## src/rtl/td4_core_p.sv

```systemverilog
// TD4-style 4-op-class microcore: two-phase fetch/execute sequencer with A/B
// registers, carry flag, handshaked input port and registered output port.
//
// state   | meaning
// FETCH   | pc on imem_addr, ROM output settles for next cycle
// EXEC    | decode imem_data, update regs/pc/carry (IN may stall here)
// HALT    | terminal state, only reset leaves it
module td4_core_p #(
   parameter int DW = 4,
   parameter int AW = 4
) (
   input  logic          clk,
   input  logic          reset,
   output logic [AW-1:0] imem_addr,
   input  logic [DW+3:0] imem_data,
   input  logic [DW-1:0] inp,
   input  logic          in_valid,
   output logic          in_ready,
   output logic [DW-1:0] outp,
   output logic          out_valid,
   output logic          halted
);

   typedef enum logic [1:0] {
      S_FETCH = 2'd0,
      S_EXEC  = 2'd1,
      S_HALT  = 2'd2
   } state_t;

   localparam logic [3:0] OP_ADD_A  = 4'b0000;
   localparam logic [3:0] OP_ADD_B  = 4'b0101;
   localparam logic [3:0] OP_MOV_AI = 4'b0011;
   localparam logic [3:0] OP_MOV_BI = 4'b0111;
   localparam logic [3:0] OP_MOV_AB = 4'b0001;
   localparam logic [3:0] OP_MOV_BA = 4'b0100;
   localparam logic [3:0] OP_IN_A   = 4'b0010;
   localparam logic [3:0] OP_IN_B   = 4'b0110;
   localparam logic [3:0] OP_OUT_B  = 4'b1001;
   localparam logic [3:0] OP_OUT_I  = 4'b1011;
   localparam logic [3:0] OP_JMP    = 4'b1111;
   localparam logic [3:0] OP_JNC    = 4'b1110;
   localparam logic [3:0] OP_HALT   = 4'b1100;

   state_t        r_state;
   logic [AW-1:0] r_pc;
   logic [DW-1:0] r_a;
   logic [DW-1:0] r_b;
   logic [DW-1:0] r_outp;
   logic          r_carry;
   logic          r_out_valid;
   logic          r_halted;

   logic [3:0]    w_op;
   logic [DW-1:0] w_im;
   logic [AW-1:0] w_pc_inc;
   logic [DW:0]   w_sum_a;
   logic [DW:0]   w_sum_b;
   logic          w_is_in;

   assign w_op     = imem_data[DW+3:DW];
   assign w_im     = imem_data[DW-1:0];
   assign w_pc_inc = r_pc + AW'(1);
   assign w_sum_a  = {1'b0, r_a} + {1'b0, w_im};
   assign w_sum_b  = {1'b0, r_b} + {1'b0, w_im};
   assign w_is_in  = (r_state == S_EXEC) && ((w_op == OP_IN_A) || (w_op == OP_IN_B));

   always_ff @(posedge clk or negedge reset) begin
      if (!reset) begin
         r_state     <= S_FETCH;
         r_pc        <= '0;
         r_a         <= '0;
         r_b         <= '0;
         r_outp      <= '0;
         r_carry     <= 1'b0;
         r_out_valid <= 1'b0;
         r_halted    <= 1'b0;
      end else begin
         r_out_valid <= 1'b0;
         case (r_state)
            S_FETCH: r_state <= S_EXEC;
            S_EXEC: begin
               // Defaults describe a normal non-ADD completion; opcodes override.
               r_state <= S_FETCH;
               r_pc    <= w_pc_inc;
               r_carry <= 1'b0;
               case (w_op)
                  OP_ADD_A: begin
                     r_a     <= w_sum_a[DW-1:0];
                     r_carry <= w_sum_a[DW];
                  end
                  OP_ADD_B: begin
                     r_b     <= w_sum_b[DW-1:0];
                     r_carry <= w_sum_b[DW];
                  end
                  OP_MOV_AI: r_a <= w_im;
                  OP_MOV_BI: r_b <= w_im;
                  OP_MOV_AB: r_a <= r_b;
                  OP_MOV_BA: r_b <= r_a;
                  OP_IN_A, OP_IN_B: begin
                     if (in_valid) begin
                        if (w_op == OP_IN_A) r_a <= inp;
                        else                 r_b <= inp;
                     end else begin
                        r_state <= S_EXEC;
                        r_pc    <= r_pc;
                        r_carry <= r_carry;
                     end
                  end
                  OP_OUT_B: begin
                     r_outp      <= r_b;
                     r_out_valid <= 1'b1;
                  end
                  OP_OUT_I: begin
                     r_outp      <= w_im;
                     r_out_valid <= 1'b1;
                  end
                  OP_JMP: r_pc <= AW'(w_im);
                  OP_JNC: begin
                     if (!r_carry) r_pc <= AW'(w_im);
                  end
                  OP_HALT: begin
                     r_state  <= S_HALT;
                     r_pc     <= r_pc;
                     r_halted <= 1'b1;
                  end
                  default: ;
               endcase
            end
            S_HALT:  r_state <= S_HALT;
            default: r_state <= S_FETCH;
         endcase
      end
   end

   assign imem_addr = r_pc;
   assign in_ready  = w_is_in;
   assign outp      = r_outp;
   assign out_valid = r_out_valid;
   assign halted    = r_halted;

endmodule

```

## config.mk

```make
export PLATFORM = sky130hd
export DESIGN_NAME = td4_core_p
export DESIGN_NICKNAME = d
export VERILOG_FILES = /design/src/rtl/td4_core_p.sv
export SDC_FILE = /design/constraint.sdc
export NUM_CORES = 1
export LEC_CHECK = 0
export ABC_CLOCK_PERIOD_IN_PS = 2300
export BUFFER_PORTS_ARGS = -buffer_cell sky130_fd_sc_hd__buf_2
export CAP_MARGIN = 15
export CORE_UTILIZATION = 56
export DETAILED_ROUTE_END_ITERATION = 16
export PLACE_DENSITY = 0.88
export SYNTH_ARGS = -nofsm -noshare
export SYNTH_HDL_FRONTEND = slang
export SYNTH_SLANG_ARGS = --single-unit
```

## constraint.sdc

```tcl
create_clock -name clk -period 2.3 [get_ports clk]
set_clock_uncertainty 0.15 [all_clocks]
set_input_delay 0.115 -clock clk [delete_from_list [all_inputs] [get_ports clk]]
set_output_delay 0.115 -clock clk [all_outputs]
set_load 0.03 [all_outputs]
```

### Word-level counts from Yosys, hierarchy flattened

Index checks and enable logic that the tools add are counted.

| operators by class | value |
|---|---|
| add/sub/neg operators | 3 |
| equal/unequal tests | 17 |
| mux-type cells | 17 |
| bitwise logic cells | 1 |
| reduce and logical (&&, ||, !) cells | 15 |

Operators by type and width:

| kind | number |
|---|---|
| one-hot mux 4 bit (4 select lines) | 3 |
| two-way mux 4 bit | 6 |
| == test 4 bit (second input constant) | 5 |
| == test 4 x 3 -> 1 bit (second input constant) | 4 |
| adder 4 x 4 -> 5 bit | 2 |
| == test 4 x 2 -> 1 bit (second input constant) | 2 |
| one-hot mux 4 bit (2 select lines) | 1 |
| AND reduction 4 bit | 2 |
| nonzero test 4 bit | 2 |
| != test 2 bit (second input constant) | 3 |
| one-hot mux 2 bit (3 select lines) | 1 |
| AND reduction 2 bit | 3 |
| adder 4 x 1 -> 4 bit (second input constant) | 1 |
| == test 4 x 1 -> 1 bit (second input constant) | 1 |
| logical NOT 4 bit | 1 |
| two-way mux 1 bit | 4 |
| one-hot mux 2 bit (2 select lines) | 1 |
| OR reduction 2 bit | 2 |
| one-hot mux 1 bit (3 select lines) | 1 |
| AND reduction 3 bit | 1 |
| == test 2 x 1 -> 1 bit (second input constant) | 1 |
| == test 2 bit (second input constant) | 1 |
| logical NOT 2 bit | 1 |
| nonzero test 2 bit | 1 |
| 3 further kinds | 3 |

| storage, ports and cells | value |
|---|---|
| bits in registers | 21 |
| output and inout port bits | 11 |
| word-level logic and storage cells | 61 |

### Longest topological paths before layout

Gate-level depths: netlist of the first run.

| depth | value |
|---|---|
| depth after elaboration | 4 |
| depth in mapped cells | 6 |
| mapped depth without buffers | 5 |

### Worst setup path before layout of the first run

Ideal clock, no wire load.

| path | value |
|---|---|
| path type | register to register |
| from | register r_b[0] |
| to | register r_carry |
| setup time | 0.138 ns |
| arrival | 1.380 ns |
| setup slack | 0.632 ns |
| cell stages (with the launch flop) | 6 |
| clock period less this slack | 1.668 ns |
| cells stage by stage | dfrtp_1 ha_1 fa_1 a21o_1 a21oi_1 o221ai_1 |

| between the ends | value |
|---|---|
| longest elaborated chain between the ends | 2 |

Ends and longest elaborated chain:

| item | RTL line | text |
|---|---|---|
| from (decl) | 47 | `logic [DW-1:0] r_b;` |
| from (signal assigned) | 92 | `r_b <= w_sum_b[DW-1:0];` |
| from (signal assigned) | 96 | `OP_MOV_BI: r_b <= w_im;` |
| from (signal assigned) | 98 | `OP_MOV_BA: r_b <= r_a;` |
| adder 4 x 4 -> 5 bit | 64 | `assign w_sum_b = {1'b0, r_b} + {1'b0, w_im};` |
| one-hot mux 1 bit (3 select lines) | 86 | `case (w_op)` |
| to (signal assigned) | 89 | `r_carry <= w_sum_a[DW];` |
| to (signal assigned) | 93 | `r_carry <= w_sum_b[DW];` |
| to (signal assigned) | 106 | `r_carry <= r_carry;` |
| to (decl) | 49 | `logic r_carry;` |

Every way passes these cells.
A chain may end at the register's enable or synchronous reset.

### Final worst setup path of the first run

Ends and elaborated chain as after synthesis.

==> impl_metrics.tcl, run 1 <==
set metrics [dict create \
    port_buffers 25 \
    crit_required_ns 2.35 \
    place_congestion 0.909 \
    setup_tns_ns 0 \
    dr.first_iter.drc_count 50 \
    core.rowCount 18 \
    grt_setup_unrepaired "no" \
    post-route-util_pct 67.6 \
    clock.fmax_ghz 0.533 \
    htree_levels 1 \
    drtPass1Iterations 4 \
    slew_viol_final 0 \
    final_cell_mix "buf_2 (25), dfrtp_1 (21), nand2_1 (17), nor2_1 (10), o21ai_0 (10)" \
    path_clk_slew_ns 0.13 \
    grt_remaining_overflow 0 \
    synth_async_sr_flop_share_pct 100 \
    viasPerCell 6.14 \
    syn-instance-count 173 \
    coreArea_sq_um 2540 \
    pin_count 26 \
    fp.dieH_microns 54.8 \
    grtUsageTotal_pct 27.5 \
    stdcell_count 224 \
    grt_pass1_vias 1225 \
    clkSinkCount 21 \
    arrival_ns 1.93 \
    routedWlPerCell_microns 16.0 \
    start_util_pct 61.3 \
    num_vias 1376 \
    post_cts_resized 0 \
    cts.path.max_buffers 2 \
    grt_pass1_wl_microns 5740 \
    ys_types 49 \
    max_slew_margin_pct 61.6 \
    insertion_delay_ns 0.33 \
    cts-root-buf "clkbuf_4" \
    cts_buffers 3 \
    critPathCaptureType "flop" \
    area_growth_syn_to_layout_pct 10.4 \
    ant_nets 0 \
    fin_nets 221 \
    ys_ff_latch 21 \
    power_leakage_nw 0.817 \
    yosysWarningCount 0 \
    synthTopCellsByArea "dfrtp_1 (34%), ha_1 (7.2%), nand2_1 (4.1%)" \
    status "finished clean" \
    fin_crit_ns 1.87 \
    dp.cells 217 \
    worstSetupPathType "flop to flop" \
    setup_viol 0 \
    yosys_most_used_dff "dfrtp_1" \
    syn_area_per_cell_sq_um 9.01 \
    synth.cell_area_sq_um 1560 \
    maxCapViolCount 0 \
    insertedDiodeCount 0 \
    post-synth-top-area-fraction_pct 33.7 \
    seq_area_frac_synth_pct 33.7 \
    ir_worst_vdd_v 0.000750 \
    worstMarginPinSlew_ns 0.574 \
    worst_setup_path_start_kind "flop" \
    wirelength_microns 3570 \
    rrSetupSlack_ns 0.43 \
    hold-worst-slack_ns 0.0191 \
    powerDensity_nw_per_um2 1080 \
    die-area_sq_um 3000 \
    power.total_mw 1.87 \
    drc 0 \
    post_cts_buffers 0 \
    hold_violations 0 \
    synth.net_count 199 \
    layout_commonest_cell "buf_2" \
    grt_max_degree 30 \
    drive_gt1_share_pct 18.6 \
    yosysTopAreaCell "dfrtp_1" \
    hold_class "primary input to flop" \
    dp_hpwl_microns 2660 \
    cp_max_fo 4 \
    die_w_microns 54.8 \
    tritoncts "done" \
    finalCritPeriodShare_pct 81.5 \
    synth_edf_count 0 \
    grt_antenna_before_repair 0 \
]
-- Yosys cell counts (2+ instances only) --
cell and number:
nor2b_1 4, a21oi_1 7, o22ai_1 6, ha_1 9, nor3b_1 4, o21ai_0 10, dfrtp_1 21, xor2_1 4
nand4_1 2, nor3_1 4, nand2b_1 7, nand3_1 7, nand2_1 17, nor2_1 10, fa_1 2, a31oi_1 3
a22oi_1 2, o21ai_1 2, a21o_1 4, and4_1 2, buf_2 7, inv_1 7, mux2i_1 4, o31ai_2 2
a2bb2oi_1 2
-- critical path, cell delays in order, from the launching register on --
cell and delay, ns:
dfrtp_1 0.44, ha_1 0.23, fa_1 0.43, a21o_1 0.20, a21oi_1 0.18, o221ai_1 0.13
-- metal layers --
metal	routed length, microns	global-route usage [%]	vias up
li1	-	-	673
met1	1640	38.7	633
met2	1610	41.8	61
met3	251	4.17	9
met4	76	11.1	0
met5	0	0	-
-- cell type report --
class,count,area (sq um)
Timing Repair Buffer,28,155
Clock buffer,3,22.5
Inverter,7,26.3
Sequential cell,21,526
Fill cell,206,825
Clock inverter,1,5.00
Tap cell,30,37.5
Multi-Input combinational cell,134,948
-- through the flow --
| stage | worst slack (ns) | instance area, sq um |
|---|---|---|
| after global placement | 0.454 | 1660 |
| after CTS | 0.422 | 1720 |
| after floorplan | 0.632 | 1560 |
| after global routing | 0.378 | 1720 |
| final | 0.425 | 1720 |
| after detailed placement | 0.427 | 1660 |
-- report_power, final --
part           switching [mW]  total (mW)  internal [mW]
logic                   0.586       0.984          0.398
clock network           0.129       0.194         0.0653
registers               0.156       0.687          0.531
-- registers in the layout, indices dropped and copies added (netlist names) --
name and flops:
r_state 2, outp 4, r_b 4, out_valid 1, r_a 4, halted 1, r_carry 1, imem_addr 4
-- cells by family after synthesis --
family	count (synthesis)	synth area share, %
and+or+nand+nor	66	24.2
AOI/OAI and AO/OA	49	22.1
DFF	21	33.7
muxes	4	2.57
buffers and inverters	18	5.46
adders and majority gates	11	9.79
xor gates and xnor gates	4	2.25
-- final timing paths --
path | to | startpoint | depth (start not counted)
setup / recovery | r_carry | r_b[0] | 5
hold / removal | outp[3] | imem_data[3] | 3
max in group asynchronous | imem_addr[1] | reset | 2
setup reg to reg | r_carry | r_b[0] | 5
hold reg to reg | halted | halted | 1
min in group asynchronous | r_b[1] | reset | 2
-- what timing repair did --
action,in CTS,in global routing
setup endpoints to repair,0,0
endpoints found under the hold margin,23,0
hold buffers,3,0
No activity file was read; power rests on OpenSTA's default activity.
==> run 2: changes to the inputs <==
Settings changed: ABC_AREA from default to 1, ABC_CLOCK_PERIOD_IN_PS 2300 to 2000.
Clock period 2.3 ns to 2 ns, I/O delays scaled along.
==> impl_metrics.tcl, run 2 <==
set metrics [dict create \
    status "complete, but fails checks" \
    violations "hold timing" \
    fin_nets 289 \
    tritoncts "done" \
    path_clk_slew_ns 0.12 \
    htree_levels 1 \
    num_vias 1587 \
    maxCapViolCount 0 \
    wirelength_microns 3900 \
    syn_area_per_cell_sq_um 6.74 \
    powerDensity_nw_per_um2 1170 \
    drive_gt1_share_pct 15.3 \
    synth.cell_area_sq_um 1560 \
    cts-root-buf "clkbuf_4" \
    layout_commonest_cell "nand2_1" \
    grt_remaining_overflow 0 \
    place_congestion 0.979 \
    dp_slack_ns 0.250 \
    post-synth-top-area-fraction_pct 33.6 \
    synth_edf_count 0 \
    hold-worst-slack_ns -0.0141 \
    r2r_start "r_b[0]" \
    synthTopCellsByArea "dfrtp_1 (34%), nand2_1 (20%), nand3_1 (7.7%)" \
    insertion_delay_ns 0.32 \
    yosys.area_share.simple_pct 40.6 \
    setup_ws_ns 0.207 \
    synth_common_cells "nand2_1 (83), inv_1 (25), nand3_1 (24), nor2_1 (24), dfrtp_1 (21)" \
    slew_viol_final 0 \
    seq_area_frac_synth_pct 33.6 \
    coreArea_sq_um 2570 \
    ys_ff_latch 21 \
    synth.net_count 258 \
    insertedDiodeCount 0 \
    port_buffers 25 \
    grt_max_degree 22 \
    post_cts_resized 0 \
    power.total_mw 2.07 \
    crit_required_ns 2.08 \
    fp.dieH_microns 54.8 \
    finalCritPeriodShare_pct 89.6 \
    hold_class "primary input to flop" \
    ys_types 25 \
    hold_depth 5 \
    clock.fmax_ghz 0.558 \
    die-area_sq_um 3010 \
    synth_compound_area_share_pct 7.76 \
    viasPerCell 5.43 \
    worstSetupEndpoint "r_carry" \
    yosysTopAreaCell "dfrtp_1" \
    pin_count 26 \
    post_cts_buffers 0 \
    setup_viol 0 \
    synth_mux_area_share_pct 0 \
    die_w_microns 54.8 \
    synth_fa_ha_area_share_pct 9.76 \
    cp_max_fo 4 \
    synth_top_family_by_area "simple AND/OR/NAND/NOR gates" \
    p_comb_share_pct 52.5 \
    core.rowCount 18 \
    cts_buffers 3 \
    routedWlPerCell_microns 13.4 \
    grt_pass1_wl_microns 6350 \
    power_leakage_nw 1.02 \
    cts.path.max_buffers 2 \
    switching_share_pct 48.3 \
    dr.first_iter.drc_count 44 \
    synth_async_sr_flop_share_pct 100 \
    critPathCaptureType "flop" \
    r2r_end "r_carry" \
    p_sw_mw 0.999 \
    syn-instance-count 232 \
    yosys_most_used_dff "dfrtp_1" \
    ant_nets 0 \
    grt_antenna_before_repair 0 \
    area_growth_syn_to_layout_pct 12.9 \
    clkSinkCount 21 \
    start_util_pct 60.9 \
    pwr-share-seq_pct 36.9 \
    synth_xor_area_share_pct 1.12 \
    r2r_cells 8 \
    dp_hpwl_microns 3080 \
    max_slew_margin_pct 67.1 \
    worst_setup_path_start_kind "flop" \
    grtUsageTotal_pct 30.4 \
    clockPowerShare_pct 10.6 \
    synth_most_common_cell "nand2_1" \
    setup_tns_ns 0 \
    grt_setup_unrepaired "no" \
    crit_path_start "r_b[0]" \
    worstSetupPathType "flop to flop" \
    final_cell_mix "nand2_1 (83), inv_1 (25), buf_2 (25), nor2_1 (24), nand3_1 (24)" \
    drtPass1Iterations 5 \
    fin_crit_ns 1.79 \
    grt_pass1_vias 1429 \
    worstMarginPinSlew_ns 0.494 \
    p_int_mw 1.07 \
    drc 0 \
    arrival_ns 1.87 \
    yosysWarningCount 0 \
    hold_violations 2 \
    rrSetupSlack_ns 0.21 \
    post-route-util_pct 68.8 \
    ir_worst_vdd_v 0.000950 \
]
## run 2: cell count changes after synthesis, sizes merged, moves of 4 or more
cell    previous run  this run
nor3b              5         0
nand2b             8         0
mux2i              4         0
nor2              10        29
inv                7        28
o22ai              6         1
a21o               4         0
nor2b              4         0
buf                9         1
nand3              7        25
nand2             17        85
## run 2: worst max-delay path, cell delays in order (launching register included)
cell and delay [ns]:
dfrtp_1 0.44, ha_1 0.23, fa_1 0.38, nand2_1 0.11
a21oi_1 0.06, o21ai_0 0.16, nand2_1 0.07, nand2_1 0.05
nand2_1 0.04
## run 2: final cells by class
cell class	count	area, sq um
Inverter	28	105
Fill cell	245	802
Sequential cell	21	526
Multi-Input combinational cell	182	926
Clock buffer	4	26.3
Timing Repair Buffer	27	145
Tap cell	30	37.5
## run 2: what timing repair did
action / CTS / global route
endpoints found under the hold margin: 22 / 0
setup endpoints to repair: 0 / 0
hold buffers: 2 / 0
## run 2: stage by stage
step / area, sq um / cells
6_report: 1770 / 292
3_5_place_dp: 1720 / 286
4_1_cts: 1770 / 292
2_1_floorplan: 1560 / 232
3_3_place_gp: 1720 / 286
5_1_grt: 1770 / 292
## run 2: logic make-up (layout without fill, tap and decap cells)
kind of cell             count (synthesis)  in the layout
buffers and inverters                   29             59
AO/OA/AOI/OAI                           22             22
AND/OR/NAND/NOR                        147            147
flip-flops                              21             21
XOR/XNOR                                 2              2
adder cells (fa/ha/maj)                 11             11
## run 2: worst min-delay path by stage
stage          startpoint  slack [ns]        end
2_1_floorplan       reset       -0.35     halted
3_3_place_gp        reset       -0.07  out_valid
3_5_place_dp        reset       -0.06    outp[1]
4_1_cts            inp[2]      0.0002     r_a[2]
5_1_grt            inp[2]        0.02     r_a[2]
6_report           inp[2]       -0.01     r_a[2]
## run 2: per-layer routing
layer / global-route usage (%) / routed length (microns)
met1: 40.3 / 1790
met2: 50.4 / 1770
met3: 3.89 / 255
met4: 9.83 / 78
met5: 0 / 0
## run 2: power groups by stage
stage               Clock (mW)  Sequential, mW  Combinational, mW
detailed placement           0           0.769               1.08
CTS                      0.214           0.759               1.09
finish                   0.220           0.764               1.09
global route             0.230           0.786               1.26
global placement             0           0.757               1.04
floorplan                    0           0.884              0.666
==> run 3: changes to the inputs <==
Settings changed: REMOVE_ABC_BUFFERS from default to 1.
==> impl_metrics.tcl, run 3 (synthesized netlist as in run 2, its figures left out) <==
set metrics [dict create \
    status "finished clean" \
    grt_pass1_wl_microns 6380 \
    port_buffers 25 \
    area_growth_syn_to_layout_pct 14.9 \
    grt_pass1_vias 1389 \
    fin_nets 292 \
    post_cts_buffers 0 \
    insertion_delay_ns 0.31 \
    wirelength_microns 3940 \
    dp_hpwl_microns 3010 \
    tritoncts "done" \
    power_leakage_nw 1.03 \
    stdcell_count 295 \
    coreArea_sq_um 2570 \
    place_congestion 0.935 \
    pin_count 26 \
    fp.dieH_microns 54.8 \
    core.rowCount 18 \
    crit_required_ns 2.07 \
    final_cell_mix "nand2_1 (83), inv_1 (25), buf_2 (25), nor2_1 (24), nand3_1 (24)" \
    p_comb_share_pct 53.0 \
    power.total_mw 2.06 \
    cts-root-buf "clkbuf_4" \
    drtPass1Iterations 4 \
    drive_gt1_share_pct 15.5 \
    clockPowerShare_pct 10.4 \
    grt_remaining_overflow 0 \
    fin_crit_ns 1.78 \
    finalCritPeriodShare_pct 88.9 \
    placed_area_sq_um 1720 \
    post_cts_resized 0 \
    cts_buffers 3 \
    hold_violations 0 \
    fillerInstances 244 \
    max_slew_margin_pct 67.6 \
    slew_viol_final 0 \
    clkSinkCount 21 \
    switching_share_pct 48.1 \
    worstMarginPinSlew_ns 0.486 \
    grt_max_degree 22 \
    cts.path.max_buffers 2 \
    powerDensity_nw_per_um2 1150 \
    post-route-util_pct 70.0 \
    setup_ws_ns 0.222 \
    htree_levels 1 \
    p_sw_mw 0.991 \
    ir_worst_vdd_v 0.000962 \
    hold-worst-slack_ns 0.0332 \
    start_util_pct 60.9 \
    grtUsageTotal_pct 31.1 \
    ant_nets 0 \
    drc 0 \
    p_int_mw 1.07 \
    dr.first_iter.drc_count 70 \
    grt_antenna_before_repair 0 \
    clock.fmax_ghz 0.562 \
    die_w_microns 54.8 \
    postLayoutCellArea_sq_um 1800 \
    rrSetupSlack_ns 0.22 \
    die-area_sq_um 3010 \
    arrival_ns 1.84 \
    insertedDiodeCount 0 \
    viasPerCell 5.37 \
    worstSetupPathType "flop to flop" \
    cp_max_fo 3 \
    num_vias 1583 \
    routedWlPerCell_microns 13.4 \
    hold_class "primary input to flop" \
    worst_setup_path_start_kind "flop" \
    critPathCaptureType "flop" \
    grt_setup_unrepaired "no" \
    pwr-share-seq_pct 36.6 \
    setup_tns_ns 0 \
    dp.cells 286 \
    layout_commonest_cell "nand2_1" \
    setup_viol 0 \
    maxCapViolCount 0 \
    path_clk_slew_ns 0.12 \
    dp_slack_ns 0.256 \
]
[run 3: timing repair]
action	CTS	global route
hold buffers	5	0
hold endpoints to repair	25	0
endpoints found under the setup margin	0	0
[run 3: final cells by class]
class,instances,area (sq um),share of cell area (%)
Clock buffer,3,22.5,1.25
Clock inverter,1,5.00,0.279
Tap cell,30,37.5,2.09
Timing Repair Buffer,30,175,9.75
Inverter,28,105,5.85
Multi-Input combinational cell,182,926,51.5
Sequential cell,21,526,29.2
[run 3: worst paths after layout]
check / from / endpoint / depth (start not counted)
setup / recovery: r_a[0] / r_a[2] / 7
hold / removal: imem_data[3] / imem_addr[3] / 5
setup reg to reg: r_a[0] / r_a[2] / 7
hold reg to reg: r_state[1] / r_state[0] / 1
max in group asynchronous: reset / r_a[3] / 2
min in group asynchronous: reset / imem_addr[2] / 2
[run 3: layer usage]
metal | part of all wire (%) | GRT usage (%) | vias up
li1 | - | - | 815
met1 | 45 | 41.3 | 693
met2 | 46 | 52.0 | 66
met3 | 7.9 | 4.72 | 9
met4 | 1.4 | 7.69 | 0
met5 | 0 | 0 | -
[run 3: power by group through the flow]
stage | Combinational (mW) | Sequential, mW | Clock, mW
finish | 1.09 | 0.755 | 0.214
global route | 1.26 | 0.789 | 0.237
CTS | 1.09 | 0.750 | 0.224
detailed placement | 1.08 | 0.761 | 0
global placement | 1.06 | 0.755 | 0
floorplan | 0.662 | 0.884 | 0
[run 3: worst max-delay path, stage by stage (launching register included)]
cell and delay, ns:
dfrtp_1 0.42, ha_1 0.22, fa_1 0.42, xor2_1 0.18, nor2_1 0.10, nor2_1 0.05, o21ai_1 0.08, nand2_1 0.05
